### src/rtl/fetch_pkg.sv
// rtl/fetch_pkg.sv - shared fetch-stage constants and FSM state encoding
package fetch_pkg;

  localparam int FETCH_N     = 64;
  localparam int FETCH_IW    = 32;
  localparam int FETCH_DEPTH = 2;
  localparam int PC_STEP     = 4;

  typedef enum logic [1:0] {
    IDLE = 2'd0,
    REQ  = 2'd1,
    WAIT = 2'd2
  } fetch_state_e;

endpackage

### src/rtl/fetch_unit_if.sv
// rtl/fetch_unit_if.sv - fetch bus: PC register, instruction memory and decode queue head
interface fetch_unit_if #(
  parameter int N  = fetch_pkg::FETCH_N,
  parameter int IW = fetch_pkg::FETCH_IW
) ();

  logic [N-1:0]  pc;
  logic          pc_load;
  logic [N-1:0]  pc_next;
  logic          redirect;
  logic [N-1:0]  redirect_pc;
  logic          req_valid;
  logic [N-1:0]  req_addr;
  logic          req_ready;
  logic          resp_valid;
  logic [IW-1:0] resp_data;
  logic          inst_valid;
  logic [IW-1:0] inst;
  logic [N-1:0]  inst_pc;
  logic          inst_ready;

  modport master (
    input  pc, redirect, redirect_pc, req_ready, resp_valid, resp_data, inst_ready,
    output pc_load, pc_next, req_valid, req_addr, inst_valid, inst, inst_pc
  );

  modport slave (
    output pc, redirect, redirect_pc, req_ready, resp_valid, resp_data, inst_ready,
    input  pc_load, pc_next, req_valid, req_addr, inst_valid, inst, inst_pc
  );

endinterface

### src/rtl/fetch_queue.sv
// rtl/fetch_queue.sv - synchronous FIFO of {pc,inst} pairs; flush dominates push and pop
module fetch_queue
  import fetch_pkg::*;
#(
  parameter int W     = FETCH_N + FETCH_IW,
  parameter int DEPTH = FETCH_DEPTH
) (
  input  logic                     clk,
  input  logic                     reset,
  input  logic                     push,
  input  logic [W-1:0]             push_data,
  input  logic                     pop,
  input  logic                     flush,
  output logic [$clog2(DEPTH):0]   count,
  output logic [W-1:0]             head
);

  localparam int AW = $clog2(DEPTH);
  localparam int CW = AW + 1;

  logic [W-1:0]  mem [DEPTH];
  logic [AW-1:0] wr_ptr;
  logic [AW-1:0] rd_ptr;
  logic          do_push;
  logic          do_pop;

  assign do_pop  = pop && (count != '0);
  assign do_push = push && ((count != CW'(DEPTH)) || do_pop);

  always_ff @(posedge clk or posedge reset) begin
    if (reset) begin
      wr_ptr <= '0;
      rd_ptr <= '0;
      count  <= '0;
    end else if (flush) begin
      wr_ptr <= '0;
      rd_ptr <= '0;
      count  <= '0;
    end else begin
      if (do_push) wr_ptr <= wr_ptr + AW'(1);
      if (do_pop)  rd_ptr <= rd_ptr + AW'(1);
      count <= count + CW'(do_push) - CW'(do_pop);
    end
  end

  // Storage carries no reset; count alone decides what is valid.
  always_ff @(posedge clk) begin
    if (do_push && !flush) mem[wr_ptr] <= push_data;
  end

  assign head = mem[rd_ptr];

endmodule

### src/rtl/fetch_unit.sv
// rtl/fetch_unit.sv - instruction fetch: one outstanding request, PC update mux, decode queue
module fetch_unit
  import fetch_pkg::*;
#(
  parameter int N     = FETCH_N,
  parameter int IW    = FETCH_IW,
  parameter int DEPTH = FETCH_DEPTH
) (
  input  logic         clk,
  input  logic         reset,
  fetch_unit_if.master bus
);

  localparam int CW = $clog2(DEPTH) + 1;

  fetch_state_e    state;
  fetch_state_e    state_nx;
  logic            drop;
  logic            drop_nx;
  logic            capture;
  logic            push;
  logic            pop;
  logic            flush;
  logic            pc_load;
  logic [N-1:0]    pc_next;
  logic            req_valid;
  logic [N-1:0]    req_pc;
  logic [CW-1:0]   count;
  logic [N+IW-1:0] head;
  logic            in_flight;
  logic            room;

  assign in_flight = (state == WAIT);
  assign room      = (int'(count) + int'(in_flight)) < DEPTH;
  assign pop       = bus.inst_ready && (count != '0) && !bus.redirect;

  always_comb begin
    state_nx  = state;
    drop_nx   = drop;
    capture   = 1'b0;
    push      = 1'b0;
    flush     = 1'b0;
    pc_load   = 1'b0;
    pc_next   = '0;
    req_valid = 1'b0;
    if (bus.redirect) begin
      pc_load = 1'b1;
      pc_next = bus.redirect_pc;
      flush   = 1'b1;
    end
    case (state)
      IDLE: begin
        if (!bus.redirect && room) state_nx = REQ;
      end
      REQ: begin
        req_valid = 1'b1;
        // A request accepted alongside a redirect still returns a response that must be discarded.
        if (bus.redirect) begin
          state_nx = bus.req_ready ? WAIT : IDLE;
          drop_nx  = bus.req_ready;
        end else if (bus.req_ready) begin
          pc_load  = 1'b1;
          pc_next  = bus.pc + N'(PC_STEP);
          capture  = 1'b1;
          state_nx = WAIT;
        end
      end
      WAIT: begin
        if (bus.redirect) begin
          if (bus.resp_valid) begin
            drop_nx  = 1'b0;
            state_nx = IDLE;
          end else begin
            drop_nx  = 1'b1;
          end
        end else if (bus.resp_valid) begin
          push     = !drop;
          drop_nx  = 1'b0;
          state_nx = ((int'(count) + int'(!drop) - int'(pop)) < DEPTH) ? REQ : IDLE;
        end
      end
      default: state_nx = IDLE;
    endcase
  end

  always_ff @(posedge clk or posedge reset) begin
    if (reset) begin
      state  <= IDLE;
      drop   <= 1'b0;
      req_pc <= '0;
    end else begin
      state <= state_nx;
      drop  <= drop_nx;
      if (capture) req_pc <= bus.pc;
    end
  end

  fetch_queue #(
    .W     (N + IW),
    .DEPTH (DEPTH)
  ) u_queue (
    .clk       (clk),
    .reset     (reset),
    .push      (push),
    .push_data ({req_pc, bus.resp_data}),
    .pop       (pop),
    .flush     (flush),
    .count     (count),
    .head      (head)
  );

  assign bus.pc_load    = pc_load;
  assign bus.pc_next    = pc_next;
  assign bus.req_valid  = req_valid;
  assign bus.req_addr   = bus.pc;
  assign bus.inst_valid = (count != '0);
  assign bus.inst_pc    = head[N+IW-1:IW];
  assign bus.inst       = head[IW-1:0];

endmodule

### src/flat_wrapper.sv
// flat-port wrapper written by rule: the top's interface ports become plain ports
module fetch_unit_flat import fetch_pkg::*;
#(
  parameter int N     = FETCH_N,
  parameter int IW    = FETCH_IW,
  parameter int DEPTH = FETCH_DEPTH
)
  (clk, reset, bus_pc, bus_redirect, bus_redirect_pc, bus_req_ready, bus_resp_valid, bus_resp_data, bus_inst_ready, bus_pc_load, bus_pc_next, bus_req_valid, bus_req_addr, bus_inst_valid, bus_inst, bus_inst_pc);
  fetch_unit_if #(.N(N), .IW(IW)) bus_i ();
  input  logic clk;
  input  logic reset;
  input wire logic [$bits(bus_i.pc)-1:0] bus_pc;
  input wire logic [$bits(bus_i.redirect)-1:0] bus_redirect;
  input wire logic [$bits(bus_i.redirect_pc)-1:0] bus_redirect_pc;
  input wire logic [$bits(bus_i.req_ready)-1:0] bus_req_ready;
  input wire logic [$bits(bus_i.resp_valid)-1:0] bus_resp_valid;
  input wire logic [$bits(bus_i.resp_data)-1:0] bus_resp_data;
  input wire logic [$bits(bus_i.inst_ready)-1:0] bus_inst_ready;
  output wire logic [$bits(bus_i.pc_load)-1:0] bus_pc_load;
  output wire logic [$bits(bus_i.pc_next)-1:0] bus_pc_next;
  output wire logic [$bits(bus_i.req_valid)-1:0] bus_req_valid;
  output wire logic [$bits(bus_i.req_addr)-1:0] bus_req_addr;
  output wire logic [$bits(bus_i.inst_valid)-1:0] bus_inst_valid;
  output wire logic [$bits(bus_i.inst)-1:0] bus_inst;
  output wire logic [$bits(bus_i.inst_pc)-1:0] bus_inst_pc;
  assign bus_i.pc = bus_pc;
  assign bus_i.redirect = bus_redirect;
  assign bus_i.redirect_pc = bus_redirect_pc;
  assign bus_i.req_ready = bus_req_ready;
  assign bus_i.resp_valid = bus_resp_valid;
  assign bus_i.resp_data = bus_resp_data;
  assign bus_i.inst_ready = bus_inst_ready;
  assign bus_pc_load = bus_i.pc_load;
  assign bus_pc_next = bus_i.pc_next;
  assign bus_req_valid = bus_i.req_valid;
  assign bus_req_addr = bus_i.req_addr;
  assign bus_inst_valid = bus_i.inst_valid;
  assign bus_inst = bus_i.inst;
  assign bus_inst_pc = bus_i.inst_pc;
  fetch_unit #(.N(N), .IW(IW), .DEPTH(DEPTH)) u_core (.clk(clk), .reset(reset), .bus(bus_i));
endmodule
### config.mk
export PLATFORM = sky130hd
export DESIGN_NAME = fetch_unit_flat
export DESIGN_NICKNAME = d
export VERILOG_FILES = /design/src/rtl/fetch_pkg.sv /design/src/rtl/fetch_unit_if.sv /design/src/rtl/fetch_queue.sv /design/src/rtl/fetch_unit.sv /design/src/flat_wrapper.sv
export SDC_FILE = /design/constraint.sdc
export NUM_CORES = 1
export LEC_CHECK = 0
export BUFFER_PORTS_ARGS = -buffer_cell sky130_fd_sc_hd__buf_2
export CORE_MARGIN = 1.5
export CORE_UTILIZATION = 33
export CTS_BUF_LIST = sky130_fd_sc_hd__clkbuf_8 sky130_fd_sc_hd__clkbuf_16
export CTS_CLUSTER_SIZE = 10
export DETAILED_ROUTE_END_ITERATION = 10
export GPL_ROUTABILITY_DRIVEN = 1
export HOLD_SLACK_MARGIN = 0.08
export PLACE_DENSITY = 0.66
export SETUP_SLACK_MARGIN = 0.02
export SLEW_MARGIN = 10
export SYNTH_ARGS = -nofsm -noshare
export SYNTH_HDL_FRONTEND = slang
export SYNTH_SLANG_ARGS = --single-unit
### constraint.sdc
create_clock -name clk -period 8.8 [get_ports clk]
set_clock_uncertainty 0.1 [all_clocks]
set_input_delay 0.44 -clock clk [delete_from_list [all_inputs] [get_ports clk]]
set_output_delay 0.44 -clock clk [all_outputs]
set_load 0.005 [all_outputs]
Yosys cells after proc, flatten, opt, wreduce, memory -nomap -nowiden
Memory sizes are Yosys's and may differ from the RTL's.
Index checks and enable logic that the tools add are counted.
{ "word_totals": {"register_bits": 71, "latchBits": 0, "ram_bits": 192, "romBits": 0, "input_bits": 166, "out_inout_bits": 227, "elab_cells": 78, "mem_count": 1} }
{ "mem_list": {"columns": ["name", "depth", "word_bits", "rd", "rd_clocked_by_memory_dff", "wr", "line", "text"], "rows": [
  ["u_core.u_queue.mem", 2, 96, 1, 0, 1, "fetch_queue.sv:21", "logic [W-1:0] mem [DEPTH];"]
]} }
{ "op_classes": {"add_sub_neg": 8, "multipliers": 0, "div": 0, "order_cmp": 2, "n_eq_ne": 8, "n_shift": 0, "mux": 36, "n_bitwise": 0, "reduce_logical": 17} }
{ "op_table": {"columns": ["cell", "count"], "rows": [
  ["2-to-1 mux 64 bit", 4],
  ["adder 64 x 3 -> 64 bit (second input constant)", 1],
  ["< comparator 32 x 3 -> 1 bit (second input constant)", 2],
  ["subtractor 32 x 2 -> 32 bit", 1],
  ["2-to-1 mux 1 bit", 22],
  ["2-to-1 mux 2 bit", 8],
  ["nonzero test 2 bit", 4],
  ["adder 2 x 1 -> 3 bit", 2],
  ["logical AND 1 bit", 6],
  ["inequality test 2 bit (second input constant)", 3],
  ["inequality test 3 bit (second input constant)", 2],
  ["one-hot mux 2 bit (3 select lines)", 1],
  ["AND reduction 3 bit", 2],
  ["logical NOT 1 bit", 3],
  ["adder 1 bit (second input constant)", 2],
  ["adder 2 x 1 -> 2 bit", 1],
  ["== test 2 x 1 -> 1 bit (second input constant)", 1],
  ["== test 2 bit (second input constant)", 1],
  ["logical NOT 2 bit", 1],
  ["inequality test 2 x 1 -> 1 bit (second input constant)", 1],
  ["one-hot mux 1 bit (2 select lines)", 1],
  ["subtractor 2 x 1 -> 2 bit", 1],
  ["logical OR 1 bit", 1]
]} }

Depth between registers and ports, before layout
{ "depth": {"ltp_word": 9, "ltp_mapped": 11, "mapped_depth_nobuf": 11} }

Cells and area by module
A second synthesis with hierarchy kept.
{ "hier_totals": {"cells_unflattened": 1070, "area_unflattened_um2": 12637.1} }
{ "by_module_without_submodules": {"columns": ["mod", "instances", "cells_each", "area_each_um2"], "rows": [
  ["fetch_queue", 1, 321, 7282.0],
  ["fetch_unit", 1, 749, 5355.1]
]} }

Least setup slack after synthesis
Ideal clock, no wire load.
{ "synth_timing": {"path_kind": "in2reg", "from": "in bus_redirect", "to": "mem u_core.u_queue.mem[0][0] (netlist name), enable pin", "t_arrival_ps": 5589, "t_required_ps": 8137, "setup_slack_ps": 2548, "cell_stages": 4, "path_cell_list": "clkbuf_1 > or4_1 > a31oi_1 > nor2b_1"} }
{ "synth_between": {"elab_chain_cells": 8, "elab_cells_between_ends": 12, "classes_between": "mux: 5; reduce/logical: 7"} }
{ "synth_rtl": {"columns": ["item", "line", "text"], "rows": [
  ["from (decl)", "flat_wrapper.sv:13", "input wire logic [$bits(bus_i.redirect)-1:0] bus_redirect;"],
  ["logical NOT 1 bit", "fetch_unit.sv:35", "assign pop = bus.inst_ready && (count != '0) && !bus.redirect;"],
  ["logical AND 1 bit", "fetch_unit.sv:35", null],
  ["logical AND 1 bit", "fetch_queue.sv:27", "assign do_pop = pop && (count != '0);"],
  ["logical OR 1 bit", "fetch_queue.sv:28", "assign do_push = push && ((count != CW'(DEPTH)) || do_pop);"],
  ["logical AND 1 bit", "fetch_queue.sv:28", null],
  ["logical AND 1 bit *", "fetch_queue.sv:48", "if (do_push && !flush) mem[wr_ptr] <= push_data;"],
  ["2-to-1 mux 1 bit *", "fetch_queue.sv:48", null],
  ["2-to-1 mux 1 bit (not written as such) *", "fetch_queue.sv:48", null],
  ["to (decl)", "fetch_queue.sv:21", null]
]} }
Mark *: on every way between the ends. The rest lies on a longest branch, timed or not.

Worst setup path in the final report
{ "layout_timing": {"from": "in bus_pc[2]", "to": "out bus_pc_next[24]"} }
{ "layout_between": {"elab_chain_cells": 4} }
{ "layout_rtl": {"columns": ["item", "line", "text"], "rows": [
  ["from (decl)", "flat_wrapper.sv:12", "input wire logic [$bits(bus_i.pc)-1:0] bus_pc;"],
  ["adder 64 x 3 -> 64 bit", "fetch_unit.sv:63", "pc_next = bus.pc + N'(PC_STEP);"],
  ["2-to-1 mux 64 bit", "fetch_unit.sv:61", "end else if (bus.req_ready) begin"],
  ["2-to-1 mux 64 bit", "fetch_unit.sv:58", "if (bus.redirect) begin"],
  ["2-to-1 mux 64 bit", "fetch_unit.sv:51", "case (state)"],
  ["to (decl)", "flat_wrapper.sv:20", "output wire logic [$bits(bus_i.pc_next)-1:0] bus_pc_next;"]
]} }
No other way between the ends.

==> qor.log <==
qor: cts.clk_pin_slew_worst_paths 50 ps
qor: timing.hold_viol_final 0
qor: cts.clockRootBuffer sky130_fd_sc_hd__clkbuf_16
qor: floorplanning.die_h 199 um
qor: route.antenna_violating_nets_post_route 0
qor: setup_path.critical_path.most_common_cell sky130_fd_sc_hd__buf_2
qor: setup_path.criticalPathCategory in2out
qor: setup_path.worst_path_max_delay_cell sky130_fd_sc_hd__nand4_1
qor: layout.fin_area 0.0163 sq mm
qor: cts.postCtsResizedCells 0
qor: timing.setup_viol 0
qor: logic_synthesis.synth_enable_flop_cells 192
qor: cts.clkSinkCount 263
qor: timing.finalSetupTns 0 ps
qor: logic_synthesis.syn_area 0.0126 sq mm
qor: grt.number_of_antenna_violations_at_the_first_check_in_global_routing 0
qor: logic_synthesis.synth_seq_area_share 59.6%
qor: timing.worst_slew_pin_slew 1030 ps
qor: setup_path.cp.arrival 3500 ps
qor: cts.clkLatencyLatePin 570 ps
qor: logic_synthesis.top_count_cell_post_synth sky130_fd_sc_hd__nand2_1
qor: logic_synthesis.synth_area_leader_cell sky130_fd_sc_hd__edfxtp_1
qor: pwr.leakagePower 6.86 nW
qor: timing.relSlewSlack 30.9%
qor: flow_run.maxCapViolCount 0
qor: grt.overflow 0
qor: timing.fmax 0.248 GHz
qor: logic_synthesis.number_of_distinct_library_cell_variants_in_the_gate_level_netlist_after_synthesis 55
qor: setup_path.cpPeakStageDelay 820 ps
qor: grt.pin_count_of_the_biggest_net_entering_global_routing 82
qor: timing.final_min_period_over_clock_period 45.9%
qor: route.vias 9744
qor: pwr.power.density 219 mW/mm^2
qor: floorplanning.initial_utilization 33.6%
qor: layout.area_growth_syn_to_layout 29.2%
qor: floorplanning.coreArea 0.0377 sq mm
qor: logic_synthesis.ys.warnings.count 0
qor: route.drt_iter0_drc 483
qor: timing.period_needed 4040 ps
qor: setup_path.timing.critical_path.required 8260 ps
qor: layout.antennaDiodeCount 0
qor: layout.layout-drive-gt1-share 38.3%
qor: logic_synthesis.ys_top_cells_by_count sky130_fd_sc_hd__nand2_1, sky130_fd_sc_hd__edfxtp_1, sky130_fd_sc_hd__mux2_2
qor: place.dp_hpwl 24600 um
qor: route.wire_per_inst 18.7 um
qor: logic_synthesis.yosysTopAreaCellShare 45.6%
qor: logic_synthesis.synth.net_count 1235
qor: logic_synthesis.ys_async_sr_fraction 27.0%
qor: grt.grt_pass1_vias 9515
qor: outcome.status finished, final reports clean
qor: route.detail_route.vias_per_cell 4.91
qor: cts.cts_buffer_depth 3
qor: floorplanning.floorplan.die.width 199 um
qor: place.place_congestion 0.848
qor: layout.num-nets-final 1627
qor: grt.grt_first_pass_wirelength 54600 um
qor: pwr.power.total 3.57 mW
qor: setup_path.timing.critical_path.from_type input port
qor: floorplanning.io-pin-count 393
qor: route.route.detailed.drc 0
qor: logic_synthesis.synth.area.top_cells sky130_fd_sc_hd__edfxtp_1, sky130_fd_sc_hd__dfrtp_1, sky130_fd_sc_hd__mux2_2, sky130_fd_sc_hd__nand2_1, sky130_fd_sc_hd__buf_4
qor: floorplanning.design.die.area 0.0395 sq mm
qor: route.drt-total-wl 37100 um
qor: layout.filler_cell_count 3518
qor: logic_synthesis.postSynthRegisterBits 263
qor: cts.cts-buffers-inserted 31
qor: setup_path.setup.worst_path.end_class output pin
qor: grt.global_route.usage.total 18.0%
qor: cts.number_of_levels_the_h_tree_was_split_into 1
qor: setup_path.critPathMaxFanout 11
qor: cts.tritoncts built
qor: route.drtPass1Iterations 5
qor: timing.slew_viol_final 0
qor: pwr.vdd.ir_drop.worst 0.000108 V
qor: place.dpl-instance-area 0.0146 sq mm
qor: min_path.min-delay-path-class in2reg
qor: logic_synthesis.postSynth.topFlopCell sky130_fd_sc_hd__edfxtp_1
qor: place.io_buffers 392
qor: setup_path.path_cells dlygate4sd3_1 > buf_2 > ha_1 > and4_1 > nand4_1 > nor4_1 > xnor2_1 > o21ai_1 > buf_2
qor: timing.rsz0062_at_grt false
qor: floorplanning.num_rows 71
qor: logic_synthesis.postSynthCellCount 1060
qor: logic_synthesis.synthesis.area_per_instance 11.9 sq um
## worst paths after layout
kind	start	endpoint	slack (ps)	cells after the start
setup / recovery	bus_pc[2]	bus_pc_next[24]	4760	9
hold / removal	bus_pc[21]	u_core.req_pc[21]$_DFFE_PP0P_	100	3
setup reg to reg	u_core.state[1]$_DFFE_PP0P_	u_core.u_queue.mem[1][58]$_DFFE_PP_	5410	5
hold reg to reg	u_core.req_pc[63]$_DFFE_PP0P_	u_core.u_queue.mem[1][95]$_DFFE_PP_	360	0
max in group asynchronous	reset	u_core.req_pc[27]$_DFFE_PP0P_	7210	4
min in group asynchronous	reset	u_core.req_pc[13]$_DFFE_PP0P_	360	3
## what timing repair did
action | CTS | global route
buffers inserted | 0 | 0
endpoints found under the hold margin | 143 | 0
hold buffers | 80 | 0
## cells in the final DEF (no fill, tap or decap), drive strengths merged, types with 3 or more instances in the layout
cell         synthesis  routed
nand2              246     246
dlygate4sd3          0      80
o21ai               47      47
nand4               21      21
a21oi               12      12
and2                 5       5
ha                   8       8
a32oi               11      11
xnor2               26      26
nand3               42      42
and3                 4       4
o211ai               8       8
nand2b               3       3
or4                  6       6
nor3b                3       3
nor4                21      21
edfxtp             192     192
nor2b                5       5
dfrtp               71      71
nor2                16      16
xor2                14      14
buf                 85     401
mux2                97      97
inv                 14      34
clkbuf              37      34
a22o                 3       3
or3                  6       6
and4                12      12
a211o                7       7
nor3                20      20
## flip-flops by register name, summed over array words and instances, names as in the netlist
name	cells
u_core.u_queue.count	2
u_core.req_pc	64
u_core.u_queue.rd_ptr	1
u_core.u_queue.mem	192
u_core.u_queue.wr_ptr	1
u_core.state	2
u_core.drop	1
## kinds of logic (layout without fill, tap and decap cells)
group	Yosys count	count (layout)	share of synthesized area (%)
multiplexers	97	97	8.64
adder cells (fa/ha/maj)	9	9	0.950
flip-flops	263	263	59.6
XOR/XNOR	40	40	2.77
AND/OR/NAND/NOR	416	416	16.7
buffers and inverters	136	550	6.23
AO/OA/AOI/OAI	99	99	5.04
## per-layer routing
metal  up-vias  global-route usage [%]  routed length [um]
li1       4557                       -                   -
met1      4772                    23.2               15900
met2       370                    31.6               18500
met3        45                    2.42                2060
met4         0                    5.16                 673
met5         -                       0                   0
## critical path: cells and delay by family
family / cells / cell delay (ps)
simple gates: 3 / 1670
xor+xnor: 1 / 180
compound gates: 1 / 70
buf+inv: 3 / 880
fa+ha+maj: 1 / 230
## metrics by stage
step           hold WS (ps)  std cells  setup slack, ps  utilization (%)
6_report                102       1985             4760             43.4
5_1_grt                 102       1985             4520             43.4
4_1_cts                81.4       1985             4730             43.4
3_5_place_dp            355       1850             4990             38.8
3_3_place_gp            346       1850             5040             38.8
2_1_floorplan           342       1060             2550                -
## power breakdown
group	leakage, nW	internal, mW	switching [mW]
Sequential	2.63	1.62	0.144
Clock	0.518	0.657	0.488
Combinational	3.71	0.306	0.361
Total	6.86	2.58	0.993
## area by class of cell
cell class                      count  area [sq um]  area share, %
Inverter                           14          55.1          0.337
Multi-Input combinational cell    661          4350           26.6
Clock buffer                       34           817           5.00
Clock inverter                     21          96.3          0.590
Tap cell                          511           639           3.91
Sequential cell                   263          7550           46.2
Timing Repair Buffer              481          2830           17.3
No activity file was read; power rests on OpenSTA's default activity.
